[src/rtl/spi_burst_scheduler.sv]
// Sampling sequencer that owns the register bus of one spi_master_burst: sweeps channels on
// period ticks or triggers, loads commands, polls Busy and drains each reply into a result bank.
module spi_burst_scheduler #(
  parameter int unsigned BaseAddress         = 0,
  parameter int unsigned MasterBase          = 16,
  parameter int unsigned BytesPerTransaction = 2,
  parameter int unsigned MaxChannels         = 8,
  parameter int unsigned CmdBase             = 'h80,
  parameter int unsigned address_width       = 16,
  parameter int unsigned data_width          = 8
) (
  input  logic                     clk_i,
  input  logic                     reset_i,
  input  logic [address_width-1:0] address_i,
  input  logic [data_width-1:0]    data_i,
  output logic [data_width-1:0]    data_o,
  input  logic                     rd_wr_i,
  output logic [address_width-1:0] m_address_o,
  output logic [data_width-1:0]    m_data_o,
  output logic                     m_rd_wr_o,
  input  logic [data_width-1:0]    m_data_i
);
  localparam int unsigned AW       = address_width;
  localparam int unsigned DW       = data_width;
  localparam int unsigned BPT      = BytesPerTransaction;
  localparam int unsigned NRES     = MaxChannels * BPT;
  localparam int unsigned OWN_SPAN = 8 + NRES;
  localparam int unsigned CW       = $clog2(MaxChannels + 1);
  localparam int unsigned KW       = (BPT > 1) ? $clog2(BPT) : 1;
  localparam int unsigned RW       = (NRES > 1) ? $clog2(NRES) : 1;

  localparam logic [AW-1:0] BASE    = AW'(BaseAddress);
  localparam logic [AW-1:0] M_WRITE = AW'(MasterBase);
  localparam logic [AW-1:0] M_READ  = AW'(MasterBase + 1);
  localparam logic [AW-1:0] M_START = AW'(MasterBase + 2);
  localparam logic [AW-1:0] M_BUSY  = AW'(MasterBase + 3);
  localparam logic [AW-1:0] M_PARK  = AW'(MasterBase + 5);
  localparam logic [DW-1:0] MAXC_D  = DW'(MaxChannels);

  typedef enum logic [3:0] {
    S_IDLE, S_LOAD, S_START, S_SETTLE, S_POLL_REQ, S_POLL_CHK, S_READ_REQ, S_READ_CAP, S_NEXT
  } state_e;

  state_e          state_q, state_d;
  logic [CW-1:0]   chan_q, chan_d, sweep_cnt_q, sweep_cnt_d, chan_count_q;
  logic [KW-1:0]   k_q, k_d;
  logic [1:0]      settle_q, settle_d;
  logic            enable_q, trigger_q, overrun_q, pass_rd_q;
  logic [15:0]     period_q, tick_cnt_q;
  logic [DW-1:0]   data_q;
  logic [DW-1:0]   results_q [NRES];

  logic [AW-1:0]   own_off, m_off;
  logic            own_hit, mst_hit, tick, start, pass, cap_en, cpu_wr_own;
  logic [RW-1:0]   res_cpu_idx, cap_idx;
  logic [DW-1:0]   rd_val, cc_wr;

  // Offsets wrap for addresses below a window base, so one unsigned compare decodes each window.
  // The master window wins where the two windows overlap.
  always_comb begin
    own_off     = address_i - BASE;
    m_off       = address_i - M_WRITE;
    mst_hit     = m_off < AW'(5);
    own_hit     = (own_off < AW'(OWN_SPAN)) && !mst_hit;
    cpu_wr_own  = rd_wr_i && own_hit;
    res_cpu_idx = RW'(own_off - AW'(8));
    cap_idx     = RW'(chan_q * BPT + k_q);
    tick        = enable_q && (tick_cnt_q == period_q);
    start       = tick || trigger_q;
    pass        = (state_q == S_IDLE) && !start && mst_hit && !reset_i;
    rd_val      = '0;
    case (own_off)
      AW'(0):  rd_val = DW'(enable_q);
      AW'(1):  rd_val = DW'({overrun_q, state_q != S_IDLE});
      AW'(2):  rd_val = DW'(period_q[7:0]);
      AW'(3):  rd_val = DW'(period_q[15:8]);
      AW'(4):  rd_val = DW'(chan_count_q);
      default: if (own_off >= AW'(8)) rd_val = results_q[res_cpu_idx];
    endcase
    if (data_i == '0)        cc_wr = DW'(1);
    else if (data_i > MAXC_D) cc_wr = MAXC_D;
    else                      cc_wr = data_i;
  end

  always_comb begin
    state_d     = state_q;
    chan_d      = chan_q;
    k_d         = k_q;
    settle_d    = settle_q;
    sweep_cnt_d = sweep_cnt_q;
    m_address_o = M_PARK;
    m_data_o    = '0;
    m_rd_wr_o   = 1'b0;
    cap_en      = 1'b0;
    case (state_q)
      S_IDLE: begin
        if (start) begin
          state_d     = S_LOAD;
          chan_d      = '0;
          k_d         = '0;
          sweep_cnt_d = chan_count_q;
        end else if (pass) begin
          m_address_o = address_i;
          m_data_o    = data_i;
          m_rd_wr_o   = rd_wr_i;
        end
      end
      S_LOAD: begin
        m_address_o = M_WRITE;
        m_rd_wr_o   = 1'b1;
        m_data_o    = (k_q == '0) ? (DW'(CmdBase) | DW'(chan_q)) : '0;
        if (k_q == KW'(BPT - 1)) begin
          k_d     = '0;
          state_d = S_START;
        end else begin
          k_d = k_q + 1'b1;
        end
      end
      S_START: begin
        m_address_o = M_START;
        m_rd_wr_o   = 1'b1;
        m_data_o    = DW'(1);
        settle_d    = '0;
        state_d     = S_SETTLE;
      end
      S_SETTLE: begin
        if (settle_q == 2'd3) state_d = S_POLL_REQ;
        else                  settle_d = settle_q + 1'b1;
      end
      S_POLL_REQ: begin
        m_address_o = M_BUSY;
        state_d     = S_POLL_CHK;
      end
      S_POLL_CHK: begin
        if (m_data_i[0]) begin
          state_d = S_POLL_REQ;
        end else begin
          k_d     = '0;
          state_d = S_READ_REQ;
        end
      end
      S_READ_REQ: begin
        m_address_o = M_READ;
        state_d     = S_READ_CAP;
      end
      S_READ_CAP: begin
        cap_en = 1'b1;
        if (k_q == KW'(BPT - 1)) begin
          state_d = S_NEXT;
        end else begin
          k_d     = k_q + 1'b1;
          state_d = S_READ_REQ;
        end
      end
      S_NEXT: begin
        if (chan_q + 1'b1 < sweep_cnt_q) begin
          chan_d  = chan_q + 1'b1;
          k_d     = '0;
          state_d = S_LOAD;
        end else begin
          state_d = S_IDLE;
        end
      end
      default: state_d = S_IDLE;
    endcase
  end

  always_ff @(posedge clk_i or posedge reset_i) begin
    if (reset_i) begin
      state_q      <= S_IDLE;
      chan_q       <= '0;
      k_q          <= '0;
      settle_q     <= '0;
      sweep_cnt_q  <= '0;
      enable_q     <= 1'b0;
      trigger_q    <= 1'b0;
      overrun_q    <= 1'b0;
      period_q     <= '1;
      chan_count_q <= CW'(1);
      tick_cnt_q   <= '0;
      data_q       <= '0;
      pass_rd_q    <= 1'b0;
      for (int unsigned i = 0; i < NRES; i++) results_q[i] <= '0;
    end else begin
      state_q     <= state_d;
      chan_q      <= chan_d;
      k_q         <= k_d;
      settle_q    <= settle_d;
      sweep_cnt_q <= sweep_cnt_d;
      trigger_q   <= cpu_wr_own && (own_off == AW'(0)) && data_i[1];
      if (!enable_q || tick) tick_cnt_q <= '0;
      else                   tick_cnt_q <= tick_cnt_q + 1'b1;
      if (start && state_q != S_IDLE)             overrun_q <= 1'b1;
      else if (cpu_wr_own && own_off == AW'(1))   overrun_q <= 1'b0;
      if (cpu_wr_own && own_off == AW'(0)) enable_q <= data_i[0];
      if (cpu_wr_own && own_off == AW'(2)) period_q[7:0] <= data_i[7:0];
      if (cpu_wr_own && own_off == AW'(3)) period_q[15:8] <= data_i[7:0];
      if (cpu_wr_own && own_off == AW'(4)) chan_count_q <= CW'(cc_wr);
      if (cap_en) results_q[cap_idx] <= m_data_i;
      data_q    <= (!rd_wr_i && own_hit) ? rd_val : '0;
      pass_rd_q <= pass && !rd_wr_i;
    end
  end

  // Master read data is already registered, so a forwarded read shows it one cycle later.
  assign data_o = pass_rd_q ? m_data_i : data_q;

endmodule

[config.mk]
export PLATFORM = sky130hd
export DESIGN_NAME = spi_burst_scheduler
export DESIGN_NICKNAME = d
export VERILOG_FILES = /design/src/rtl/spi_burst_scheduler.sv
export SDC_FILE = /design/constraint.sdc
export NUM_CORES = 1
export LEC_CHECK = 0
export ABC_AREA = 1
export BUFFER_PORTS_ARGS = -buffer_cell sky130_fd_sc_hd__buf_2
export CAP_MARGIN = 20
export CORE_ASPECT_RATIO = 0.5
export CORE_UTILIZATION = 55
export DETAILED_ROUTE_END_ITERATION = 6
export PLACE_DENSITY = 0.83
export SETUP_SLACK_MARGIN = 0.4
export SYNTH_ARGS = -nofsm -noshare
export SYNTH_HDL_FRONTEND = slang
export SYNTH_SLANG_ARGS = --single-unit
[constraint.sdc]
create_clock -name clk_i -period 6 [get_ports clk_i]
set_clock_uncertainty 0.15 [all_clocks]
set_input_delay 0.3 -clock clk_i [delete_from_list [all_inputs] [get_ports clk_i]]
set_output_delay 0.3 -clock clk_i [all_outputs]
set_load 0.02 [all_outputs]
; Word-level counts from Yosys, hierarchy flattened
; Index checks and enable logic that the tools add are counted.
; Widths: inputs -> output; s select.
[word_totals]
in_bits = 35
regBits = 191
elab_cells = 148
[classes]
addsub = 7
muxes = 44
reduce_logical = 37
bitwise_logic = 2
eq_ne = 20
magnitude_cmp = 8
[ops]
columns = op, n
row1 = $bwmux 128, 1
row2 = $pmux 16 s5, 1
row3 = $mux 8, 9
row4 = $mux 16, 3
row5 = $pmux 8 s5, 1
row6 = $pmux 4 s9, 1
row7 = $bmux 8 s4, 1
row8 = $demux 8 s4, 1
row9 = $eq 16x2->1 const B, 2
row10 = $mux 4, 8
row11 = $pmux 8 s3, 1
row12 = $add 16x1->16 const B, 1
row13 = $eq 16x1->1 const B, 1
row14 = $eq 16x16->1, 1
row15 = $eq 16x3->1 const B, 1
row16 = $eq 4x3->1 const B, 4
row17 = $ge 16x4->1 const B, 1
row18 = $logic_and 1x1->1, 16
row19 = $logic_not 16->1, 1
row20 = $lt 16x3->1 const B, 1
row21 = $lt 16x5->1 const B, 1
row22 = $sub 16x5->16 const B, 1
row23 = $ne 2x2->1 const B, 6
row24 = $mux 1, 11
row25 = other kinds (30), 43

; Longest topological paths before layout
[logic_depth]
depth_word = 10
ltp_mapped = 12
depth_no_buf = 12

; Least setup slack after synthesis
; No wires, ideal clock.
[synth_path]
kind = input to output
startpoint = input port reset_i
endpoint = output port m_address_o[0]
stages = 4
t_required_ps = 5550
arrival_ps = 4933
path_slack_ps = 617
path_cell_list = inv_1 nand4_1 nor2_1 a21boi_0
[synth_via]
elab_chain_cells = 5
[synth_lines]
columns = element, line_no
row1 = from (decl), 13  ; input logic reset_i,
row2 = $logic_not 1->1 (no source line), -
row3 = $logic_and 1x1->1, 70  ; pass = (state_q == S_IDLE) && !start && mst_hit && !reset_i;
row4 = $mux 16, 102  ; end else if (pass) begin
row5 = $mux 16, 97  ; if (start) begin
row6 = $pmux 16 s5, 95  ; case (state_q)
row7 = to (decl), 18  ; output logic [address_width-1:0] m_address_o,
; Every way passes these cells.

; Worst setup path after layout
[layout_path]
startpoint = register state_q[3]
endpoint = output port m_data_o[2]
[layout_via]
elab_chain_cells = 7
[layout_lines]
columns = element, line_no
row1 = from (decl), 44  ; state_e state_q, state_d;
row2 = from (signal assigned), 185  ; state_q <= state_d;
row3 = $logic_not 4->1, "70, 95"
row4 = $logic_and 1x1->1 (3 in a row), 70
row5 = $mux 8, 102
row6 = $mux 8, 97
row7 = $pmux 8 s3 *, 95
row8 = to (decl), 19  ; output logic [data_width-1:0] m_data_o,
; Mark *: on every way between the ends. The rest lies on a longest branch, timed or not.

==> qor.csv <==
metric,value,unit
total grt overflow,0,
Cells after Synth,1176,
"commonest non-fill, non-tap cell in the layout",nand2_1,
Rows,33,
final setup fails,0,
Area Growth Syn to Fin,9.81,%
post-synthesis sequential area ratio,50.2,%
initial antenna violation count,1,
mapped cell area,9560,um2
post-CTS setup buffer count,0,
global-route wire length before repair,42.2,mm
Hold Slack,0.0123,ns
status,finished clean,
DRC,0,
setup repair after global routing missed its margin,false,
Root Buffer,clkbuf_16,
dpl hpwl,17.7,mm
GRT Total Usage,30.5,%
max-slew violations,0,
Leak,4.98,nW
flop2flop setup slack,3.48,ns
"Core Util, Final",63.0,%
Synth async-reset ratio,100,%
crit path max fanout,10,
Hold Path Class,in -> reg,
worst skew pair latency,0.45,ns
"Primary FF master, synth",dfrtp_1,
Die W,188,um
non-filler instance count after layout,1449,
"Avg Cell Area, Syn",8.13,um2
full die area,18000,um2
clock-pin slew on the worst setup and hold paths,0.08,ns
Crit. End Element,output port,
total CTS buffers,17,
number of cells after detailed placement,1414,
maximum capacitance violations,0,
starting density of the core,57.3,%
vias in the first global route,8135,
H-tree levels,4,
CTS Buffer Depth,2,
core area,16700,um2
Required @ worst endpoint,5.55,ns
"commonest cells after routing, fill and taps aside","nand2_1, o21ai_0, dfrtp_1",
Slew headroom,33.4,%
Power Density,291,nW/um2
via count,8709,
Iteration-0 DRC Markers,970,
drt first pass iters,7,
Post-synth EDFFs,0,
Yosys cell types,48,
Routed wire per std cell,18.2,um
fin nets,1250,
Slew @ Worst Pin,0.997,ns
maximum VDD drop,221,uV
CP startpoint kind,register,
CTS tree,done,
Yosys warning total,0,
"flops & latches, synth",191,
Total Wirelength,26.4,mm
# diodes,0,
Fmax,0.326,GHz
fin crit share,51.1,%
endpoints failing hold,0,
die height,95.2,um
layout cells sized above 1,13.0,%
Ports,68,
WP data arrival,2.61,ns
Final min period,3.06,ns
Fin Setup TNS,0,ns
largest net degree at the start of global routing,93,
DR vias/cell,6.01,
critical path type,reg -> out,
GP Congestion,0.926,
PortBufs,54,
clock sink count,191,
ANT nets after route,0,
-- cell usage after synthesis (2+ instances only) --
master | count | area, um2
nor3_1 | 22 | 110
o21a_1 | 2 | 15.0
nand3_1 | 35 | 175
o21ai_2 | 16 | 140
dfrtp_1 | 174 | 4350
buf_6 | 9 | 101
o21ai_0 | 174 | 871
buf_4 | 14 | 105
o211ai_1 | 3 | 22.5
nor3b_1 | 5 | 37.5
buf_2 | 8 | 40.0
nor2_1 | 119 | 447
a21oi_1 | 17 | 85.1
nand2_2 | 5 | 31.3
inv_1 | 93 | 349
o31ai_1 | 5 | 37.5
o21ai_1 | 10 | 50.1
dfstp_2 | 17 | 447
a22oi_1 | 4 | 30.0
conb_1 | 2 | 7.51
xor2_1 | 7 | 61.3
clkbuf_1 | 26 | 97.6
o22ai_1 | 47 | 294
nand3_2 | 3 | 30.0
nor2_4 | 3 | 33.8
nand4_4 | 2 | 42.5
ha_1 | 6 | 75.1
nor4_1 | 6 | 37.5
nor3_4 | 2 | 32.5
nand4_1 | 8 | 50.1
nor2_2 | 4 | 25.0
nor3_2 | 2 | 20.0
nand2_1 | 305 | 1140
inv_2 | 7 | 26.3
-- state kept, by name, indices dropped and copies added (netlist names) --
signal	cells
tick_cnt_q	16
k_q	1
sweep_cnt_q	4
period_q	16
trigger_q	1
enable_q	1
chan_count_q	4
pass_rd_q	1
data_q	8
overrun_q	1
settle_q	2
results_q	128
chan_q	4
state_q	4
-- cell families (layout without fill, tap and decap cells) --
logic type,after synthesis,after routing,share of synthesized area [%]
adder cells (fa/ha/maj),6,6,0.785
other,2,13,0.0785
flip-flops,191,191,50.2
AND/OR/NAND/NOR,527,527,23.9
AO/OA/AOI/OAI,283,283,16.7
XOR/XNOR,8,8,0.733
buffers and inverters,159,194,7.61
-- routing by layer --
metal / up-vias / wire length (um) / GRT usage, % / part of all wire, %
met3: 67 / 2400 / 6.22 / 9.1
li1: 3932 / - / - / -
met1: 4197 / 10900 / 40.6 / 41
met5: - / 9 / 0 / 0.034
met2: 511 / 12400 / 50.2 / 47
met4: 2 / 667 / 11.0 / 2.5
-- through the flow --
step                      worst slack, ns  area (um2)  power [W]
after global routing                 2.69       10500    0.00318
final                                2.94       10500    0.00306
after detailed placement             3.27        9840    0.00190
after CTS                            2.90       10500    0.00305
after floorplan                      1.49        9610    0.00176
after global placement               3.30        9840    0.00189
-- timing repair --
| item | CTS | global route |
|---|---|---|
| endpoints found under the hold margin | 44 | 0 |
| resized for setup | 0 | 0 |
| hold buffers | 1 | 0 |
-- final timing paths --
kind	from	to	cells after the start
worst max-delay path	state_q[3]	m_data_o[2]	8
worst min-delay path	data_i[4]	period_q[12]	3
worst max register to register	chan_q[0]	chan_q[2]	10
worst min register to register	results_q[75]	results_q[75]	2
max in group asynchronous	reset_i	results_q[8]	5
min in group asynchronous	reset_i	results_q[32]	3
-- area by class of cell --
type                       count  area (um2)
sequential                   191        4800
fill                        1367        6180
tap                          227         284
inverter                     101         383
multi-input combinational    837        4080
timing repair buffer          61         353
clock buffer                  20         457
clock inverter                12         149
-- report_power, final --
| part | leakage (nW) | internal (W) | switching (W) | total [W] |
|---|---|---|---|---|
| combinational | 2.74 | 0.000141 | 0.000334 | 0.000475 |
| sequential | 1.96 | 0.00136 | 0.0000557 | 0.00142 |
| clock | 0.288 | 0.000613 | 0.000551 | 0.00116 |
-- critical path: stages (launching register included) --
cell and delay [ns]:
dfrtp_1 0.43, nor2_1 0.19, inv_1 0.11, nor2_1 0.42, inv_1 0.11, nor2_1 0.30
nand2_4 0.18, o21ai_1 0.22, buf_2 0.20
Power figures use the tool's default switching activity.
